### src/rtl/pc_step_controller.sv
// pc_step_controller
//   Single-step program counter for the two-digit instruction-index display.
//   A debounced push-button press advances the PC by one instruction (or to a
//   branch target), emitting a one-cycle step strobe that the datapath uses as
//   its commit enable. A step whose destination lies beyond PC_MAX freezes the
//   PC and sets a sticky halt flag that only reset clears.
//
// Ports
//   clk           in   system clock
//   reset         in   asynchronous active-high reset
//   key_n         in   raw push-button, active-low, asynchronous to clk
//   branch_taken  in   next PC is branch_target instead of pc+4 (step cycle only)
//   branch_target in   branch destination byte address (low two bits ignored)
//   pc            out  current program counter, word aligned, never above PC_MAX
//   step_pulse    out  one-cycle strobe; datapath commits instruction at pc
//   halted        out  sticky; a step would have exceeded PC_MAX
`timescale 1ns/1ps

module pc_step_controller #(
    parameter int unsigned DEBOUNCE_CYCLES = 500000,
    parameter int unsigned PC_WIDTH        = 32,
    parameter int unsigned PC_RESET        = 0,
    parameter int unsigned PC_MAX          = 396
) (
    input  logic                clk,
    input  logic                reset,
    input  logic                key_n,
    input  logic                branch_taken,
    input  logic [PC_WIDTH-1:0] branch_target,
    output logic [PC_WIDTH-1:0] pc,
    output logic                step_pulse,
    output logic                halted
);

    localparam int unsigned         CNT_W    = $clog2(DEBOUNCE_CYCLES + 1);
    localparam logic [CNT_W-1:0]    CNT_DONE = CNT_W'(DEBOUNCE_CYCLES);
    localparam logic [CNT_W-1:0]    CNT_ONE  = CNT_W'(1);
    localparam logic [PC_WIDTH-1:0] PC_LIMIT = PC_WIDTH'(PC_MAX);
    localparam logic [PC_WIDTH-1:0] PC_INIT  = PC_WIDTH'(PC_RESET);
    localparam logic [PC_WIDTH:0]   PC_INC   = (PC_WIDTH + 1)'(4);

    typedef enum logic [1:0] {
        IDLE,
        PRESS_WAIT,
        PRESSED,
        RELEASE_WAIT
    } state_t;

    // Button synchronizer; both flops rest at 1 (button released).
    logic r_sync1;
    logic r_sync2;

    // Debounce FSM.
    state_t           r_state;
    state_t           w_state_nxt;
    logic [CNT_W-1:0] r_cnt;
    logic [CNT_W-1:0] w_cnt_nxt;
    logic             w_press_accept;

    // PC datapath.
    logic [PC_WIDTH-1:0] r_pc;
    logic                r_step;
    logic                r_halted;
    logic [PC_WIDTH:0]   w_pc_plus4;
    logic [PC_WIDTH-1:0] w_pc_nxt;
    logic                w_step_halts;

    always_ff @(posedge clk or posedge reset) begin
        if (reset) begin
            r_sync1 <= 1'b1;
            r_sync2 <= 1'b1;
        end else begin
            r_sync1 <= key_n;
            r_sync2 <= r_sync1;
        end
    end

    always_ff @(posedge clk or posedge reset) begin
        if (reset) begin
            r_state <= IDLE;
            r_cnt   <= '0;
        end else begin
            r_state <= w_state_nxt;
            r_cnt   <= w_cnt_nxt;
        end
    end

    // The counter holds the length of the current run of samples at the new
    // level; a level change is accepted on the sample where the run would
    // reach DEBOUNCE_CYCLES+1, so the counter itself never exceeds CNT_DONE.
    always_comb begin
        w_state_nxt    = r_state;
        w_cnt_nxt      = r_cnt;
        w_press_accept = 1'b0;
        case (r_state)
            IDLE: begin
                if (!r_sync2) begin
                    w_state_nxt = PRESS_WAIT;
                    w_cnt_nxt   = CNT_ONE;
                end
            end
            PRESS_WAIT: begin
                if (r_sync2) begin
                    w_state_nxt = IDLE;
                    w_cnt_nxt   = '0;
                end else if (r_cnt >= CNT_DONE) begin
                    w_state_nxt    = PRESSED;
                    w_cnt_nxt      = '0;
                    w_press_accept = 1'b1;
                end else begin
                    w_cnt_nxt = r_cnt + CNT_ONE;
                end
            end
            PRESSED: begin
                if (r_sync2) begin
                    w_state_nxt = RELEASE_WAIT;
                    w_cnt_nxt   = CNT_ONE;
                end
            end
            RELEASE_WAIT: begin
                if (!r_sync2) begin
                    w_state_nxt = PRESSED;
                    w_cnt_nxt   = '0;
                end else if (r_cnt >= CNT_DONE) begin
                    w_state_nxt = IDLE;
                    w_cnt_nxt   = '0;
                end else begin
                    w_cnt_nxt = r_cnt + CNT_ONE;
                end
            end
            default: begin
                w_state_nxt = IDLE;
                w_cnt_nxt   = '0;
            end
        endcase
    end

    // Extra carry bit catches pc+4 wrapping past the top of the address space.
    always_comb begin
        w_pc_plus4   = {1'b0, r_pc} + PC_INC;
        w_pc_nxt     = branch_taken ? {branch_target[PC_WIDTH-1:2], 2'b00}
                                    : w_pc_plus4[PC_WIDTH-1:0];
        w_step_halts = w_pc_plus4[PC_WIDTH] || (w_pc_nxt > PC_LIMIT);
    end

    always_ff @(posedge clk or posedge reset) begin
        if (reset) begin
            r_pc     <= PC_INIT;
            r_step   <= 1'b0;
            r_halted <= 1'b0;
        end else begin
            r_step <= w_press_accept && !r_halted;
            // The strobe cycle presents the old pc; the PC moves on the edge
            // that ends it.
            if (r_step) begin
                if (w_step_halts) begin
                    r_halted <= 1'b1;
                end else begin
                    r_pc <= w_pc_nxt;
                end
            end
        end
    end

    assign pc         = r_pc;
    assign step_pulse = r_step;
    assign halted     = r_halted;

endmodule

### config.mk
export PLATFORM = sky130hd
export DESIGN_NAME = pc_step_controller
export DESIGN_NICKNAME = d
export VERILOG_FILES = /design/src/rtl/pc_step_controller.sv
export SDC_FILE = /design/constraint.sdc
export NUM_CORES = 1
export LEC_CHECK = 0
export BUFFER_PORTS_ARGS = -buffer_cell sky130_fd_sc_hd__buf_2
export CORE_MARGIN = 1.5
export CORE_UTILIZATION = 50
export CTS_CLUSTER_SIZE = 28
export DETAILED_ROUTE_END_ITERATION = 12
export GPL_TIMING_DRIVEN = 0
export PLACE_DENSITY = 0.77
export RECOVER_POWER = 25
export SLEW_MARGIN = 30
export SYNTH_ARGS = -nofsm -noshare
export SYNTH_HDL_FRONTEND = slang
export SYNTH_SLANG_ARGS = --single-unit
### constraint.sdc
create_clock -name clk -period 3.5 [get_ports clk]
set_clock_uncertainty 0.2 [all_clocks]
set_input_delay 0.35 -clock clk [delete_from_list [all_inputs] [get_ports clk]]
set_output_delay 0.35 -clock clk [all_outputs]
set_load 0.02 [all_outputs]
# Yosys cells after proc, flatten, opt, wreduce, memory -nomap -nowiden
# Cells that the tools add are included.
# Widths: inputs -> output; s select.
[classes]
n_addsub = 2
magnitude_cmp = 2
n_eq_ne = 7
n_mux = 17
bitwise_logic = 1
n_reduce_logical = 8
[op_table]
columns = ["operator", "count"]
rows = [
  ["$mux 19", 5],
  ["$pmux 19 s4", 1],
  ["$add 32x3->33 const B", 1],
  ["$gt 32x9->1 const B", 1],
  ["$mux 32", 1],
  ["$add 19x1->19 const B", 1],
  ["$ge 19x19->1 const B", 1],
  ["$mux 2", 6],
  ["$pmux 2 s4", 1],
  ["$ne 3x3->1 const B", 2],
  ["$reduce_and 2->1", 3],
  ["$eq 2x2->1 const B", 2],
  ["$ne 2x2->1 const B", 2],
  ["$reduce_and 4->1", 1],
  ["$mux 1", 3],
  ["$eq 2x1->1 const B", 1],
  ["$logic_not 2->1", 1],
  ["$logic_and 1x1->1", 1],
  ["$logic_not 1->1", 1],
  ["$logic_or 1x1->1", 1],
  ["$not 1->1", 1],
]
[word_totals]
regBits = 57
input_bits = 36
output_inout_bits = 34
wordCells = 44

# Depth between registers and ports, before layout
# Gate-level depths: netlist (run 1).
[logic_depth]
ltp_word = 6
ltp_mapped = 11
mapped_depth_nobuf = 9

# Worst setup path after synthesis (run 1)
# OpenSTA, ideal clock, no wires.
[synth_path]
path_kind = "reg2reg"
from = "register r_pc[2], in the netlist pc[2]"
to = "register r_pc[5], in the netlist pc[5]"
setup_ns = 0.125
t_arrival_ns = 2.830
required_ns = 3.175
slack_ns = 0.345
path_stages_with_launch = 11
path_buffers = 1
period_less_slack_ns = 3.155
cell_sequence = "dfrtp_1 -> ha_1 -> nand3_1 -> or4_1 -> a21oi_1 -> a21oi_1 -> nor4_1 -> and3_1 -> buf_2 -> nand3_4 -> mux2_4"
[synth_via]
elab_chain_cells = 6
[synth_rtl]
columns = ["element", "line", "source"]
rows = [
  ["from (decl)", "61", "logic [PC_WIDTH-1:0] r_pc;"],
  ["from (signal assigned)", "159", "r_pc <= w_pc_nxt;"],
  ["$add 32x3->33 *", "140", "w_pc_plus4 = {1'b0, r_pc} + PC_INC;"],
  ["$mux 32", "141", "w_pc_nxt = branch_taken ? {branch_target[PC_WIDTH-1:2], 2'b00}"],
  ["$gt 32x9->1", "143", "w_step_halts = w_pc_plus4[PC_WIDTH] || (w_pc_nxt > PC_LIMIT);"],
  ["$logic_or 1x1->1", "143", ""],
  ["$not 1->1 (no source line)", "--", ""],
  ["$reduce_and 2->1 (no source line)", "--", ""],
]
# Mark *: on every way between the ends. The rest lies on a longest branch, timed or not.
# A chain may end at the register's enable or synchronous reset.

# Final worst setup path (run 1)
[layout_path]
from = "register r_pc[2], in the netlist pc[2]"
to = "register r_pc[0], in the netlist pc[0]"
[layout_via]
elab_chain_cells = 6
[layout_rtl]
columns = ["element", "line"]
rows = [
  ["$add 32x3->33 *", "140"],
  ["$mux 32", "141"],
  ["$gt 32x9->1", "143"],
  ["$logic_or 1x1->1 *", "143"],
  ["$not 1->1 (no source line) *", "--"],
  ["$reduce_and 2->1 (no source line) *", "--"],
]
# Marks and branches as above.

==> results of run 1 <==
[kinds of logic after synthesis]
logic type               share of synthesized area (%)
XOR/XNOR                                          3.76
AND/OR/NAND/NOR                                   27.6
AO/OA/AOI/OAI                                     17.0
adder cells (fa/ha/maj)                           1.15
multiplexers                                      2.99
buffers and inverters                             3.72
flip-flops                                        43.8
[Yosys cell counts (all sizes together) (6+ instances only)]
| master | instances | area share, % |
|---|---|---|
| a21oi | 14 | 2.1 |
| a31oi | 11 | 2.1 |
| and2 | 22 | 4.2 |
| and3 | 10 | 1.9 |
| buf | 6 | 1.3 |
| clkbuf | 9 | 1.0 |
| dfrtp | 55 | 42 |
| inv | 11 | 1.3 |
| nand2 | 39 | 4.5 |
| nand3 | 20 | 3.5 |
| nand4 | 9 | 1.9 |
| nor2 | 27 | 3.1 |
| nor3 | 11 | 1.7 |
| nor4 | 14 | 3.1 |
| o21ai | 33 | 5.1 |
| o31ai | 8 | 2.0 |
| xnor2 | 9 | 2.4 |
[metal layers]
layer,vias to the layer above,wire length (microns),global-route usage [%]
met5,-,0,0
met4,0,217,9.99
met3,24,532,5.84
met2,124,3690,38.4
met1,1463,3580,31.2
li1,1496,-,-
[worst reg2reg max path, stage by stage, from the launching register on]
cell and delay (ns):
sky130_fd_sc_hd__dfrtp_2 0.44, sky130_fd_sc_hd__ha_2 0.28, sky130_fd_sc_hd__nand3_2 0.19, sky130_fd_sc_hd__or4_1 0.54
sky130_fd_sc_hd__a21oi_1 0.15, sky130_fd_sc_hd__a21oi_1 0.13, sky130_fd_sc_hd__nor4_2 0.34, sky130_fd_sc_hd__and3_1 0.19
sky130_fd_sc_hd__buf_2 0.18, sky130_fd_sc_hd__nand3_4 0.19, sky130_fd_sc_hd__buf_6 0.21, sky130_fd_sc_hd__o21a_1 0.18
[power by group through the flow]
| stage | Combinational [mW] | Sequential (mW) | Clock [mW] |
|---|---|---|---|
| after detailed placement | 0.188 | 0.713 | 0 |
| after CTS | 0.193 | 0.701 | 0.628 |
| after global placement | 0.178 | 0.712 | 0 |
| after floorplan | 0.127 | 0.708 | 0 |
| after global routing | 0.213 | 0.704 | 0.661 |
| final | 0.189 | 0.701 | 0.621 |
[sequential cells by signal (all words and copies together), names as in the netlist, named ones only]
name,cells
r_state,1
halted,1
r_cnt,19
pc,32
step_pulse,1
r_sync1,1
r_sync2,1
[through the flow]
step	instance area [sq um]	utilization [%]	total power [mW]
after floorplan	3260	-	0.835
after global placement	3690	58.5	0.891
after detailed placement	3710	58.8	0.901
after CTS	3940	62.4	1.52
after global routing	3930	62.3	1.58
final	3930	62.3	1.51
[timing repair]
item                                   4_1_cts  5_1_grt
hold buffers                                 2        0
endpoints found under the hold margin       15        0
setup endpoints to repair                   23       25
gates resized for setup                      2        4
[final cells by class]
class | instances | area [sq um] | area share, %
multi-input cells | 282 | 1730 | 43.9
flip-flops and latches | 57 | 1430 | 36.4
repair buffers | 70 | 360 | 9.16
clock buffers | 10 | 128 | 3.25
well taps | 77 | 96.3 | 2.45
plain buffers | 15 | 76.3 | 1.94
clock inverters | 6 | 68.8 | 1.75
inverters | 12 | 46.3 | 1.18
[path summary, 6_finish.rpt]
| kind | slack, ns | start | to | cells past startpoint |
|---|---|---|---|---|
| setup / recovery | 0.17 | pc[2]$_DFFE_PP0P_ | pc[0]$_DFFE_PP0P_ | 11 |
| hold / removal | 0.11 | branch_target[2] | pc[2]$_DFFE_PP0P_ | 3 |
| setup reg to reg | 0.17 | pc[2]$_DFFE_PP0P_ | pc[0]$_DFFE_PP0P_ | 11 |
| hold reg to reg | 0.16 | r_sync1$_DFF_PP1_ | r_sync2$_DFF_PP1_ | 0 |
| max in group asynchronous | 1.21 | reset | pc[3]$_DFFE_PP0P_ | 4 |
| min in group asynchronous | 0.42 | reset | pc[12]$_DFFE_PP0P_ | 3 |
==> run_results.csv, run 1 <==
group,metric,value,unit
outcome,outcome,"finished clean",
detailed_routing,drt-total-wl,8.02,mm
detailed_routing,detail_route.drc_violations,0,
global_routing,overall_global_routing_usage,24.0,%
sta,final.hold.worst_slack,0.109,ns
worst_hold_path,min-delay-path-class,"in -> reg",
clock_tree,clkSlewWorstSetupHoldPaths,0.07,ns
synth,postSynthAreaPerCell,8.91,sq um
finish,number_of_standard_cells_in_the_layout_taps_in_and_fillers_out,529,
sta,max_freq,300,MHz
placement,hpwl,5.81,mm
power,leakage,1.82,nW
synth,post_synth_inst_count,366,
global_routing,grt_pass1_wl,13.4,mm
clock_tree,cts.path.max_buffers,2,
power,switchingPower,0.433,mW
power,power.share.sequential,46.4,%
sta,timing.final.hold_violations,0,
worst_setup_path,end_kind,"register",
global_routing,globalRoute.totalOverflow,0,
finish,final_nets,486,
die,die-width,83.7,microns
sta,totalNegativeSetupSlack,0,ns
detailed_routing,post_drt_wl_per_cell,15.2,microns
power,power-per-cell-area,384,nW/um^2
sta,final_report_max_slew_violation_count,0,
clock_tree,clock_tree.root_cell,"sky130_fd_sc_hd__clkbuf_8",
power,vdd_drop_max,0.272,mV
synth,number_of_synthesized_flops_with_an_enable_pin,0,
worst_setup_path,crit_slowest_cell,"sky130_fd_sc_hd__or4_1",
finish,layout_cells_sized_above_1,24.6,%
finish,fillCellCount,558,
detailed_routing,drt-vias-per-instance,5.87,
run,cap_viol_max_count,0,
placement,port_buffers,67,
worst_setup_path,critical_path.cell_chain,"ha_2, nand3_2, or4_1, a21oi_1, a21oi_1, nor4_2, and3_1, buf_2, nand3_4, buf_6, o21a_1",
clock_tree,postCtsSetupBuffers,0,
clock_tree,cts_sinks,57,
worst_setup_path,worst_path_arrival_time,3.36,ns
synth,seq_area_frac_synth,43.8,%
power,p_sw_share,28.6,%
synth,synth_ff_type,"sky130_fd_sc_hd__dfrtp_1",
detailed_routing,firstDrtPassIters,5,
worst_setup_path,cp.required,3.53,ns
synth,yosysWarningCount,0,
clock_tree,h-tree-depth,3,
clock_tree,tritoncts.num_buffers,9,
detailed_routing,antenna_violating_nets_remaining,0,
die,fp-row-count,29,
synth,post_synth_num_cell_types,54,
clock_tree,clkLatencyLatePin,0.35,ns
synth,synth_area,3260,sq um
placement,globalplace.congestion,0.914,
sta,finalSetupViolations,0,
worst_setup_path,critical_path_buf_inv_count,2,
worst_setup_path,cp_top_family,"simple AND/OR/NAND/NOR gates",
detailed_routing,detail_route.iter0.violations,260,
synth,synth.ff_latch_count,57,
power,cellInternalPower,1.08,mW
detailed_routing,route.vias.total,3107,
finish,layout_common_cells,"sky130_fd_sc_hd__buf_2 (71), sky130_fd_sc_hd__dfrtp_1 (53), sky130_fd_sc_hd__nand2_1 (39), sky130_fd_sc_hd__o21ai_0 (30), sky130_fd_sc_hd__nor2_1 (26)",
sta,min_period_over_period,95.3,%
power,power.combinational.fraction,12.5,%
synth,syn-num-nets,405,
finish,synth_to_final_area_change,20.7,%
worst_setup_path,cpMostUsedCell,"sky130_fd_sc_hd__a21oi_1",
sta,rsz0062_at_grt,"false",
global_routing,antenna_found_initial,0,
finish,n_antenna_cell,0,
global_routing,grt_start_max_net_pins,44,
sta,fin_ws,0.166,ns
sta,min_period,3.33,ns
sta,worst-slew-pin-transition,1.05,ns
clock_tree,tritoncts,"yes",
placement,placed_cells_incl_taps,511,
placement,pre_cts_ws,-0.104,ns
synth,synthArstFlopShare,100,%
worst_setup_path,setup.worst_path.start_class,"register",
power,power_frac_clock,41.1,%
die,core,6310,sq um
finish,layout_commonest_cell,"sky130_fd_sc_hd__buf_2",
global_routing,grt_pass1_vias,2891,
worst_setup_path,slowest_delay,0.54,ns
die,ios,70,
sta,maxSlewHeadroom,30.1,%
die,height_of_the_die,83.7,microns
die,design.die.area,7010,sq um
worst_setup_path,peak_fanout_along_the_critical_path,10,
worst_setup_path,critPathKind,"reg -> reg",
die,initial_standard_cell_utilization_of_the_core,51.6,%
Power figures use the tool's default switching activity.
==> run 2, diff against run 1 <==
==> constraint.sdc (replaced) <==
create_clock -name clk -period 3.9 [get_ports clk]
set_clock_uncertainty 0.2 [all_clocks]
set_input_delay 0.39 -clock clk [delete_from_list [all_inputs] [get_ports clk]]
set_output_delay 0.39 -clock clk [all_outputs]
set_load 0.02 [all_outputs]
==> run_results.csv, run 2 (synthesized netlist as in run 1, its figures left out) <==
group,metric,value,unit
finish,layout_commonest_cell,"sky130_fd_sc_hd__buf_2",
sta,max_freq,273,MHz
sta,final_report_max_slew_violation_count,44,
worst_setup_path,worst_path_arrival_time,3.69,ns
clock_tree,h-tree-depth,3,
die,ios,70,
finish,area_of_the_multi_input_gates,1710,sq um
clock_tree,clkLatencyLatePin,0.34,ns
sta,totalNegativeSetupSlack,0,ns
die,height_of_the_die,83.7,microns
global_routing,overall_global_routing_usage,23.9,%
finish,fillCellCount,562,
finish,final_nets,486,
sta,rsz0062_at_grt,"false",
placement,globalplace.congestion,0.914,
worst_setup_path,crit_slowest_cell,"sky130_fd_sc_hd__nor2_1",
sta,maxSlewHeadroom,-30.3,%
detailed_routing,drt-total-wl,8.02,mm
worst_setup_path,cpMostUsedCell,"sky130_fd_sc_hd__nand3_1",
finish,n_antenna_cell,0,
global_routing,antenna_found_initial,0,
placement,hpwl,5.81,mm
clock_tree,post_cts_resize_count,0,
detailed_routing,firstDrtPassIters,4,
worst_setup_path,worst_setup_path_startpoint,"pc[2]$_DFFE_PP0P_",
worst_setup_path,critical_path.cell_chain,"ha_1, nand3_1, nor2_1, nand3_1, or3_1, o31ai_2, a41o_2, nand3_4, buf_6, o21a_1",
global_routing,grt_pass1_vias,2882,
detailed_routing,drt-vias-per-instance,5.83,
run,cap_viol_max_count,1,
power,leakage,1.82,nW
finish,largest_reg_flops,32,
placement,placed_cells_incl_taps,511,
detailed_routing,detail_route.iter0.violations,213,
worst_setup_path,regToRegStartpoint,"pc[2]$_DFFE_PP0P_",
finish,synth_to_final_area_change,20.2,%
worst_setup_path,cp_top_family,"simple AND/OR/NAND/NOR gates",
die,initial_standard_cell_utilization_of_the_core,51.6,%
placement,port_buffers,67,
worst_setup_path,critical_path_buf_inv_count,1,
detailed_routing,antenna_violating_nets_remaining,0,
sta,worst-slew-pin-transition,1.95,ns
worst_setup_path,critPathKind,"reg -> reg",
worst_setup_path,end_kind,"register",
power,vdd_drop_max,0.240,mV
finish,layout_common_cells,"sky130_fd_sc_hd__buf_2 (71), sky130_fd_sc_hd__dfrtp_1 (55), sky130_fd_sc_hd__nand2_1 (39), sky130_fd_sc_hd__o21ai_0 (30), sky130_fd_sc_hd__nor2_1 (27)",
clock_tree,cts.path.max_buffers,2,
outcome,failed_checks,"capacitance limit, slew limit",
clock_tree,cts_sinks,57,
worst_setup_path,setup.worst_path.start_class,"register",
detailed_routing,detail_route.drc_violations,0,
finish,register_area,1430,sq um
die,die-width,83.7,microns
die,fp-row-count,29,
global_routing,grt_pass1_wl,13.4,mm
clock_tree,tritoncts,"yes",
global_routing,grt_start_max_net_pins,44,
finish,layout_cells_sized_above_1,23.0,%
die,design.die.area,7010,sq um
worst_hold_path,beginning_of_the_worst_hold_path,"branch_target[2]",
detailed_routing,route.vias.total,3085,
clock_tree,clkSlewWorstSetupHoldPaths,0.07,ns
worst_setup_path,peak_fanout_along_the_critical_path,10,
clock_tree,tritoncts.num_buffers,9,
sta,min_period,3.67,ns
power,power-per-cell-area,346,nW/um^2
worst_setup_path,slowest_delay,0.51,ns
clock_tree,clock_tree.root_cell,"sky130_fd_sc_hd__clkbuf_8",
finish,number_of_standard_cells_in_the_layout_taps_in_and_fillers_out,529,
sta,timing.final.hold_violations,0,
sta,fin_ws,0.232,ns
outcome,outcome,"finished with violations",
sta,min_period_over_period,94.0,%
worst_hold_path,min-delay-path-class,"in -> reg",
clock_tree,postCtsSetupBuffers,0,
clock_tree,ctsHoldBuffers,2,
sta,finalSetupViolations,0,
worst_setup_path,cp.required,3.92,ns
placement,pre_cts_ws,0.296,ns
die,core,6310,sq um
detailed_routing,post_drt_wl_per_cell,15.2,microns
global_routing,globalRoute.totalOverflow,0,
[run 2: through the flow]
step	hold slack [ns]	total power, mW	utilization [%]	instance area [sq um]
global placement	0.146	0.799	58.5	3690
detailed placement	0.127	0.808	58.8	3710
global route	0.165	1.42	62.1	3920
CTS	0.143	1.37	62.2	3930
floorplan	0.145	0.749	-	3260
finish	0.154	1.36	62.1	3920
[run 2: metal layers]
metal | GRT usage [%] | vias up | part of all wire [%]
li1 | - | 1500 | -
met1 | 31.2 | 1471 | 45
met2 | 38.0 | 104 | 47
met3 | 5.84 | 10 | 6.2
met4 | 9.99 | 0 | 1.5
met5 | 0 | - | 0
[run 2: power by group]
group          total, mW  switching (mW)  internal (mW)
clock network      0.556           0.259          0.297
registers          0.629          0.0193          0.610
logic              0.170           0.108         0.0614
total               1.36           0.387          0.968
[run 2: worst paths after layout]
check                                     end  cells past startpoint  slack [ns]
hold reg to reg             r_sync2$_DFF_PP1_                      0        0.16
hold / removal              pc[2]$_DFFE_PP0P_                      3        0.15
max in group asynchronous  pc[17]$_DFFE_PP0P_                      4        0.63
setup reg to reg            pc[0]$_DFFE_PP0P_                     10        0.23
min in group asynchronous  pc[12]$_DFFE_PP0P_                      3        0.45
setup / recovery            pc[0]$_DFFE_PP0P_                     10        0.23
[run 2: worst min-delay path, cell delays in order]
cell,delay (ns)
sky130_fd_sc_hd__buf_2,0.07
sky130_fd_sc_hd__a21oi_1,0.05
sky130_fd_sc_hd__mux2i_1,0.12
[run 2: layout make-up]
class / count / area share, %
Buffer: 15 / 1.95
Clock buffer: 10 / 3.26
Clock inverter: 6 / 1.76
Inverter: 12 / 1.18
Multi-Input combinational cell: 282 / 43.6
Sequential cell: 57 / 36.5
Tap cell: 77 / 2.46
Timing Repair Buffer: 70 / 9.32
==> run 3, diff against run 2 <==
--- a/config.mk
+++ b/config.mk
@@ -12,7 +12,7 @@
 export DETAILED_ROUTE_END_ITERATION = 12
 export GPL_TIMING_DRIVEN = 0
 export PLACE_DENSITY = 0.77
-export RECOVER_POWER = 25
+export RECOVER_POWER = 100
 export SLEW_MARGIN = 30
 export SYNTH_ARGS = -nofsm -noshare
 export SYNTH_HDL_FRONTEND = slang
==> run_results.csv, run 3 (synthesized netlist as in run 1, its figures left out) <==
group,metric,value,unit
outcome,outcome,"finished with violations",
outcome,failed_checks,"capacitance limit, slew limit",
run,cap_viol_max_count,1,
worst_hold_path,min-delay-path-class,"in -> reg",
power,power-per-cell-area,351,nW/um^2
global_routing,grt_start_max_net_pins,44,
sta,worst-slew-pin-transition,1.94,ns
worst_setup_path,setup.worst_path.start_class,"register",
worst_setup_path,timing.reg2reg.worst_path_depth,10,
finish,n_antenna_cell,0,
sta,timing.final.hold_violations,0,
finish,synth_to_final_area_change,18.4,%
die,fp-row-count,29,
die,initial_standard_cell_utilization_of_the_core,51.6,%
worst_setup_path,cp_top_family,"simple AND/OR/NAND/NOR gates",
worst_setup_path,peak_fanout_along_the_critical_path,10,
detailed_routing,detail_route.drc_violations,0,
worst_setup_path,end_kind,"register",
global_routing,overall_global_routing_usage,23.9,%
power,cellInternalPower,0.968,mW
finish,final_nets,486,
sta,min_period,3.70,ns
power,power.combinational.fraction,12.5,%
worst_setup_path,worst_path_arrival_time,3.73,ns
detailed_routing,route.vias.total,3097,
clock_tree,h-tree-depth,3,
power,power_frac_clock,41.1,%
power,switchingPower,0.387,mW
detailed_routing,firstDrtPassIters,5,
clock_tree,cts_sinks,57,
worst_hold_path,hold_path_depth,3,
detailed_routing,post_drt_wl_per_cell,15.2,microns
worst_setup_path,slowest_delay,0.50,ns
worst_setup_path,cp.required,3.93,ns
sta,final_report_max_slew_violation_count,44,
worst_setup_path,critPathKind,"reg -> reg",
placement,hpwl,5.81,mm
die,height_of_the_die,83.7,microns
detailed_routing,drt-vias-per-instance,5.85,
global_routing,antenna_found_initial,0,
worst_setup_path,critical_path_buf_inv_count,1,
sta,rsz0062_at_grt,"false",
finish,layout_common_cells,"sky130_fd_sc_hd__dfrtp_1 (55), sky130_fd_sc_hd__clkbuf_1 (44), sky130_fd_sc_hd__nand2_1 (39), sky130_fd_sc_hd__buf_2 (38), sky130_fd_sc_hd__o21ai_0 (32)",
global_routing,globalRoute.totalOverflow,0,
die,ios,70,
power,vdd_drop_max,0.246,mV
sta,totalNegativeSetupSlack,0,ns
global_routing,grt_pass1_vias,2882,
clock_tree,postCtsSetupBuffers,0,
global_routing,grt_pass1_wl,13.4,mm
finish,layout_commonest_cell,"sky130_fd_sc_hd__dfrtp_1",
finish,layout.core_utilization,61.1,%
worst_setup_path,cpMostUsedCell,"sky130_fd_sc_hd__nand3_1",
clock_tree,cts.path.max_buffers,2,
clock_tree,tritoncts.num_buffers,9,
worst_setup_path,critical_path.cell_chain,"ha_1, nand3_1, nor2_1, nand3_1, or3_1, o31ai_2, a41o_2, nand3_4, buf_2, o21a_1",
sta,min_period_over_period,94.9,%
power,power.share.sequential,46.5,%
power,p_sw_share,28.5,%
placement,globalplace.congestion,0.914,
detailed_routing,detail_route.iter0.violations,252,
clock_tree,tritoncts,"yes",
sta,maxSlewHeadroom,-29.6,%
clock_tree,clkLatencyLatePin,0.35,ns
power,fin_total_pwr,1.35,mW
worst_setup_path,crit_slowest_cell,"sky130_fd_sc_hd__nor2_1",
finish,largest_reg_flops,32,
detailed_routing,antenna_violating_nets_remaining,0,
die,die-width,83.7,microns
detailed_routing,drt-total-wl,8.04,mm
sta,final.hold.worst_slack,0.153,ns
clock_tree,clock_tree.root_cell,"sky130_fd_sc_hd__clkbuf_8",
sta,max_freq,270,MHz
power,leakage,1.67,nW
clock_tree,clkSlewWorstSetupHoldPaths,0.07,ns
worst_setup_path,critical_path_depth,10,
die,design.die.area,7010,sq um
sta,finalSetupViolations,0,
die,core,6310,sq um
placement,port_buffers,67,
finish,layout_cells_sized_above_1,14.8,%
-- run 3: final timing paths --
path	to	slack (ns)	start
max	pc[0]$_DFFE_PP0P_	0.20	pc[2]$_DFFE_PP0P_
min	pc[2]$_DFFE_PP0P_	0.15	branch_target[2]
max reg2reg	pc[0]$_DFFE_PP0P_	0.20	pc[2]$_DFFE_PP0P_
min reg2reg	r_sync2$_DFF_PP1_	0.16	r_sync1$_DFF_PP1_
max in group asynchronous	pc[17]$_DFFE_PP0P_	0.63	reset
min in group asynchronous	pc[12]$_DFFE_PP0P_	0.46	reset
-- run 3: cell type report --
class                           instances  area [sq um]
Fill cell                             587          2450
Multi-Input combinational cell        282          1700
Sequential cell                        57          1430
Timing Repair Buffer                   70           323
Clock buffer                           10           128
Tap cell                               77          96.3
Buffer                                 15          70.1
Clock inverter                          6          68.8
Inverter                               12          46.3
-- run 3: worst reg2reg max path, cell delays in order, from the launching register on --
cell                      delay [ns]
sky130_fd_sc_hd__dfrtp_1        0.49
sky130_fd_sc_hd__ha_1           0.32
sky130_fd_sc_hd__nand3_1        0.28
sky130_fd_sc_hd__nor2_1         0.50
sky130_fd_sc_hd__nand3_1        0.16
sky130_fd_sc_hd__or3_1          0.39
sky130_fd_sc_hd__o31ai_2        0.30
sky130_fd_sc_hd__a41o_2         0.33
sky130_fd_sc_hd__nand3_4        0.18
sky130_fd_sc_hd__buf_2          0.24
sky130_fd_sc_hd__o21a_1         0.19
-- run 3: repair_timing --
action	in CTS	in global routing
gates resized for setup	0	0
hold buffers	2	0
endpoints found under the hold margin	15	0
-- run 3: power by group through the flow --
stage / registers, mW / logic (mW) / clock network [mW]
after floorplan: 0.635 / 0.114 / 0
after global placement: 0.639 / 0.160 / 0
after detailed placement: 0.640 / 0.169 / 0
after CTS: 0.629 / 0.173 / 0.564
after global routing: 0.632 / 0.191 / 0.593
final: 0.630 / 0.169 / 0.556
-- run 3: layer usage --
layer | GRT usage, % | part of all wire (%) | vias up
li1 | - | - | 1498
met1 | 31.2 | 45 | 1462
met2 | 38.0 | 46 | 118
met3 | 5.84 | 6.6 | 19
met4 | 9.99 | 2.0 | 0
met5 | 0 | 0 | -
-- run 3: stage by stage --
stage | cell area (sq um) | cells | setup slack, ns
after floorplan | 3260 | 366 | 0.745
after global placement | 3690 | 510 | 0.375
after detailed placement | 3710 | 511 | 0.296
after CTS | 3930 | 529 | 0.284
after global routing | 3860 | 529 | 0.0534
final | 3860 | 529 | 0.197
